===== src/rtl/flit_rx_queue_pkg.sv =====
// Shared types for the flit receive queue: flit layout, flit kinds, FSM states.
package flit_rx_queue_pkg;

    localparam int FLIT_WIDTH     = 32;
    localparam int CHECKSUM_WIDTH = 8;

    typedef enum logic [1:0] {
        HEAD = 2'b00,
        BODY = 2'b01,
        TAIL = 2'b10,
        NOPE = 2'b11
    } flit_type_e;

    typedef struct packed {
        flit_type_e  flit_type;
        logic [5:0]  src_id;
        logic [23:0] payload;
    } flit_t;

    typedef enum logic {
        ST_IDLE = 1'b0,
        ST_PKT  = 1'b1
    } rx_state_e;

    // Checksum contribution of a flit: the low byte of its payload.
    function automatic logic [CHECKSUM_WIDTH-1:0] flit_csum(input flit_t f);
        return f.payload[CHECKSUM_WIDTH-1:0];
    endfunction

endpackage


===== src/rtl/flit_rx_queue_sync_fifo.sv =====
// First-word-fall-through synchronous FIFO. Pointers carry one extra wrap bit so
// full and empty are distinguishable when the address bits coincide.
module flit_rx_queue_sync_fifo #(
    parameter int WIDTH = 33,
    parameter int DEPTH = 8
) (
    input  logic             clk,
    input  logic             rst_n,
    input  logic             wr_en,
    input  logic [WIDTH-1:0] wr_data,
    input  logic             rd_en,
    output logic [WIDTH-1:0] rd_data,
    output logic             full,
    output logic             empty
);

    localparam int AW = $clog2(DEPTH);

    logic [AW:0]      wr_ptr_q, wr_ptr_d;
    logic [AW:0]      rd_ptr_q, rd_ptr_d;
    logic [WIDTH-1:0] mem_q [DEPTH];
    logic             do_wr, do_rd;

    assign full    = (wr_ptr_q[AW] != rd_ptr_q[AW]) &&
                     (wr_ptr_q[AW-1:0] == rd_ptr_q[AW-1:0]);
    assign empty   = (wr_ptr_q == rd_ptr_q);
    assign do_wr   = wr_en & ~full;
    assign do_rd   = rd_en & ~empty;
    assign rd_data = mem_q[rd_ptr_q[AW-1:0]];

    // Advance each pointer by one when its side of the FIFO moves.
    always_comb begin
        wr_ptr_d = wr_ptr_q;
        rd_ptr_d = rd_ptr_q;
        if (do_wr) wr_ptr_d = wr_ptr_q + (AW+1)'(1);
        if (do_rd) rd_ptr_d = rd_ptr_q + (AW+1)'(1);
    end

    // Pointer registers.
    always_ff @(posedge clk or negedge rst_n) begin
        if (!rst_n) begin
            wr_ptr_q <= '0;
            rd_ptr_q <= '0;
        end else begin
            wr_ptr_q <= wr_ptr_d;
            rd_ptr_q <= rd_ptr_d;
        end
    end

    // Storage; contents are don't-care until written, so no reset.
    always_ff @(posedge clk) begin
        if (do_wr) mem_q[wr_ptr_q[AW-1:0]] <= wr_data;
    end

endmodule


===== src/rtl/flit_rx_queue.sv =====
// Router input queue: framing check, per-packet XOR checksum, drop counter,
// and an FWFT buffer of well-framed flits tagged with a tail checksum-error bit.
//
//   state   | meaning
//   --------+-------------------------------------------------
//   ST_IDLE | between packets; only a HEAD is acceptable
//   ST_PKT  | inside a packet; BODY/TAIL extend it, HEAD restarts
module flit_rx_queue
    import flit_rx_queue_pkg::*;
#(
    parameter int DEPTH     = 8,
    parameter int CNT_WIDTH = 16
) (
    input  logic                 clk,
    input  logic                 rst_n,
    input  flit_t                in_flit,
    input  logic                 in_valid,
    output logic                 in_ready,
    output flit_t                out_flit,
    output logic                 out_valid,
    input  logic                 out_ready,
    output logic                 out_crc_err,
    output logic [CNT_WIDTH-1:0] drop_count,
    output logic                 full,
    output logic                 empty
);

    rx_state_e                 state_q, state_d;
    logic [CHECKSUM_WIDTH-1:0] acc_q, acc_d;
    logic [CNT_WIDTH-1:0]      drop_q, drop_d;
    logic                      drop_inc;
    logic                      accept;
    logic                      wr_en;
    logic                      wr_err;
    logic [FLIT_WIDTH:0]       rd_data;

    assign in_ready    = ~full;
    assign out_valid   = ~empty;
    assign accept      = in_valid & in_ready;
    assign out_flit    = flit_t'(rd_data[FLIT_WIDTH-1:0]);
    assign out_crc_err = out_valid & rd_data[FLIT_WIDTH] & (out_flit.flit_type == TAIL);
    assign drop_count  = drop_q;

    // Framing FSM, checksum accumulation and drop decision on each accepted flit.
    always_comb begin
        state_d  = state_q;
        acc_d    = acc_q;
        drop_inc = 1'b0;
        wr_en    = 1'b0;
        wr_err   = 1'b0;
        if (accept) begin
            unique case (in_flit.flit_type)
                HEAD: begin
                    // A HEAD inside a packet means the previous one was truncated.
                    drop_inc = (state_q == ST_PKT);
                    wr_en    = 1'b1;
                    acc_d    = flit_csum(in_flit);
                    state_d  = ST_PKT;
                end
                BODY: begin
                    if (state_q == ST_PKT) begin
                        wr_en = 1'b1;
                        acc_d = acc_q ^ flit_csum(in_flit);
                    end else begin
                        drop_inc = 1'b1;
                    end
                end
                TAIL: begin
                    if (state_q == ST_PKT) begin
                        wr_en   = 1'b1;
                        wr_err  = (acc_q != flit_csum(in_flit));
                        state_d = ST_IDLE;
                    end else begin
                        drop_inc = 1'b1;
                    end
                end
                default: ;
            endcase
        end
    end

    // Saturating drop counter.
    always_comb begin
        drop_d = drop_q;
        if (drop_inc && (drop_q != {CNT_WIDTH{1'b1}})) drop_d = drop_q + CNT_WIDTH'(1);
    end

    // FSM state, checksum accumulator and drop counter registers.
    always_ff @(posedge clk or negedge rst_n) begin
        if (!rst_n) begin
            state_q <= ST_IDLE;
            acc_q   <= '0;
            drop_q  <= '0;
        end else begin
            state_q <= state_d;
            acc_q   <= acc_d;
            drop_q  <= drop_d;
        end
    end

    flit_rx_queue_sync_fifo #(
        .WIDTH (FLIT_WIDTH + 1),
        .DEPTH (DEPTH)
    ) u_fifo (
        .clk     (clk),
        .rst_n   (rst_n),
        .wr_en   (wr_en),
        .wr_data ({wr_err, in_flit}),
        .rd_en   (out_ready),
        .rd_data (rd_data),
        .full    (full),
        .empty   (empty)
    );

endmodule

===== config.mk =====
export PLATFORM = sky130hd
export DESIGN_NAME = flit_rx_queue
export DESIGN_NICKNAME = d
export VERILOG_FILES = /design/src/rtl/flit_rx_queue_pkg.sv /design/src/rtl/flit_rx_queue_sync_fifo.sv /design/src/rtl/flit_rx_queue.sv
export SDC_FILE = /design/constraint.sdc
export NUM_CORES = 1
export LEC_CHECK = 0
export CAP_MARGIN = 15
export CORE_ASPECT_RATIO = 1.2
export CORE_UTILIZATION = 50
export CTS_BUF_LIST = sky130_fd_sc_hd__clkbuf_4
export CTS_CLUSTER_DIAMETER = 40
export DETAILED_ROUTE_END_ITERATION = 16
export GPL_ROUTABILITY_DRIVEN = 1
export GPL_TIMING_DRIVEN = 0
export PLACE_DENSITY = 0.76
export SYNTH_ARGS = -nofsm -noshare
export SYNTH_HDL_FRONTEND = slang
export SYNTH_SLANG_ARGS = --single-unit
export TNS_END_PERCENT = 10

===== constraint.sdc =====
create_clock -name clk -period 7.2 [get_ports clk]
set_input_delay 2.16 -clock clk [delete_from_list [all_inputs] [get_ports clk]]
set_output_delay 2.16 -clock clk [all_outputs]
set_load 0.01 [all_outputs]

==> flow_summary_export.csv <==
group,metric,value,unit
yosys,synthesis.area,11800,sq um
yosys,syn_inst,585,
yosys,syn_area_per_cell,20.2,sq um
outcome,outcome,"finished, final reports clean",
worst_hold_path,whs_path_depth,1,
worst_hold_path,hold_path.class,"reg2reg",
sta,slew_headroom,28.7,%
sta,period_needed,5.67,ns
sta,final_hold_viol_count,0,
global_routing,grt_max_degree,34,
sta,fmax,176,MHz
yosys,synth_common_cells,"edfxtp_1 (264), mux4_2 (65), mux2_2 (35)",
clock_tree,tritoncts,"yes",
yosys,synth_seq_area_share,74.0,%
global_routing,first_global_vias,6901,
critical_path,crit_type,"reg2out",
drt,wirelength,24500,microns
yosys,yosys_most_used_dff,"edfxtp_1",
sta,setup_viol,0,
yosys,yosysMostFrequentCell,"edfxtp_1",
drt,vias,6318,
critical_path,critPathBufInv,3,
die,fp.dieW,142,microns
sta,period_share,78.7,%
place,placed_area,13500,sq um
place,gp_congestion,0.786,
yosys,synth_edf_count,264,
sta,skew,0.0350,ns
die,die_area,24300,sq um
clock_tree,cts_buffers,72,
yosys,yosys-top-cells-area,"edfxtp_1 (67%), mux4_2 (12%), dfrtp_1 (7.0%)",
clock_tree,numClockSinks,297,
die,die_h,170,microns
yosys,ys_ff_latch,297,
critical_path,path_cells,"clkbuf_1 > buf_1 > mux4_2 > mux2_2 > clkdlybuf4s50_1",
yosys,synth_largest_area_cell,"edfxtp_1",
yosys,ys_warn_count,0,
sta,tightestPinTransition,1.07,ns
sta,holdWs,0.531,ns
critical_path,r2r_slack,3.97,ns
pwr,power.leakage,0.00493,uW
die,core_area,23200,sq um
critical_path,path_max_fanout,10,
global_routing,overflow,0,
clock_tree,ctsHoldBuffers,0,
clock_tree,cts_root_buf,"clkbuf_4",
critical_path,crit_arrival,3.51,ns
layout,fin_util,61.8,%
drt,route.detailed.drc,0,
place,pre_cts_ws,1.68,ns
flow_run,drv_cap,0,
drt,ant_nets,0,
layout,nNetsFinal,824,
layout,drive_above_1_share,31.9,%
clock_tree,htreeDepth,3,
clock_tree,cts.repair.resized,0,
critical_path,rr_startpoint,"u_fifo.rd_ptr_q[0]",
sta,maxSlewViolCount,0,
clock_tree,post_cts_buffers,0,
die,io_pins,89,
yosys,synth_top_area_share,67.1,%
yosys,synth_cell_type_count,37,
place,io_buffers,88,
critical_path,rr_worst_depth,8,
clock_tree,clkTransAtPathRegs,0.07,ns
critical_path,required,5.04,ns
yosys,synth_async_sr_flop_share,11.1,%
pwr,power_density,359,nW/um^2
global_routing,track_usage,21.5,%
die,rows,61,
critical_path,critPathLaunchType,"flip-flop",
worst_hold_path,worstHoldStart,"drop_count[7]",
global_routing,grt_pass1_wl,37700,microns
yosys,synth_nets,628,
layout,stdcell_area,14300,sq um
drt,firstDrtPassIters,5,
critical_path,cp_slowest_cell,"buf_1",
critical_path,crit_family,"buffers and inverters",
die,initial_utilization,50.9,%
sta,fin_ws,1.53,ns
critical_path,max_stage_delay,0.84,ns
sta,rsz0062_at_grt,"false",
layout,syn_to_final_growth,21.3,%
global_routing,antenna_found_initial,1,
critical_path,cp-end-kind,"output port",
pwr,vdd_ir_drop_max,0.000186,V
drt,wire_per_inst,21.4,microns
clock_tree,cts_buffer_depth,3,
layout,fill_cells,1652,
drt,viasPerCell,5.51,
critical_path,r2r-end,"u_fifo.mem_q[4][20]",
drt,drt-initial-drc-count,423,
place,dp_hpwl,16300,microns
worst_hold_path,hold_path_end,"drop_count[7]",
clock_tree,insertion_delay,0.67,ns
==> how the worst max path moves through the flow <==
stage | end | cells after the start | start
3_5_place_dp | u_fifo.mem_q[4][19] | 9 | in_flit[30]
3_3_place_gp | u_fifo.mem_q[4][21] | 7 | in_flit[31]
4_1_cts | out_flit[11] | 5 | u_fifo.rd_ptr_q[0]
5_1_grt | out_flit[11] | 5 | u_fifo.rd_ptr_q[0]
2_1_floorplan | u_fifo.mem_q[4][0] | 6 | in_flit[30]
6_report | out_flit[4] | 5 | u_fifo.rd_ptr_q[0]
==> state kept, by name, summed over array words and instances, names as in the netlist <==
signal,count
state_q,1
u_fifo.wr_ptr_q,4
u_fifo.rd_ptr_q,4
acc_q,8
u_fifo.mem_q,264
drop_count,16
==> power breakdown <==
group	internal (uW)	switching, uW	total [uW]
combinational	943	813	1760
clock	666	616	1280
sequential	2030	85.7	2110
==> final cells by class <==
class                   count  area (sq um)  area share (%)
diodes                      1          2.50          0.0174
well taps                 315           394            2.75
flip-flops and latches    297          8750            61.0
inverters                   8          30.0           0.209
multi-input cells         252          2930            20.4
clock inverters            18          67.6           0.471
plain buffers              28           146            1.02
clock buffers             105           788            5.50
repair buffers            122          1230            8.58
==> cell families after synthesis <==
family / after synthesis / synth area share [%]
fa+ha+maj: 7 / 0.741
flops: 297 / 74.0
simple gates: 76 / 3.42
xor+xnor: 34 / 2.52
compound gates: 30 / 1.46
mux: 105 / 16.3
buf+inv: 36 / 1.49
==> placed cells by master (no fill, tap or decap), types with 2 or more instances in the layout <==
cell type,Yosys,routed
and4_1,3,3
dfrtp_1,33,33
nor2_1,9,9
clkdlybuf4s50_1,0,87
inv_2,0,4
nor3_1,8,6
clkbuf_1,13,13
a21oi_1,17,17
xor2_1,14,14
clkbuf_4,0,105
and3_1,3,3
buf_6,4,23
nor3_2,0,2
buf_2,6,7
buf_4,1,14
nor3b_2,0,2
mux4_2,65,65
ha_1,7,7
buf_1,4,4
nor4b_2,0,2
inv_1,8,7
edfxtp_1,264,264
o21ai_0,7,7
nand4_1,9,9
mux2i_1,3,3
nand3_1,18,18
clkinv_1,0,15
mux2_2,35,35
xnor2_1,20,20
nand2_1,17,17
==> routing by layer <==
layer	wire, microns	vias to the layer above	global-route usage [%]
li1	-	2816	-
met4	634	0	9.30
met2	13200	240	38.0
met1	9300	3209	25.0
met5	0	-	0
met3	1380	53	4.90
==> worst register-to-register path, cell delays in order, from the launching register on <==
cell	delay, ns
dfrtp_1	0.36
clkbuf_1	0.28
xor2_1	0.26
o41a_1	0.22
buf_6	0.15
nand2_1	0.20
nor4b_2	0.92
buf_4	0.34
buf_4	0.21
==> per-stage QoR <==
step | std cells | power [uW] | setup TNS (ns)
finish | 1146 | 5150 | 0
floorplan | 585 | 3200 | 0
CTS | 1145 | 5210 | 0
global placement | 988 | 3840 | -600.42
detailed placement | 1022 | 3930 | 0
global route | 1146 | 5410 | 0
(Power assumes the default switching activity.)
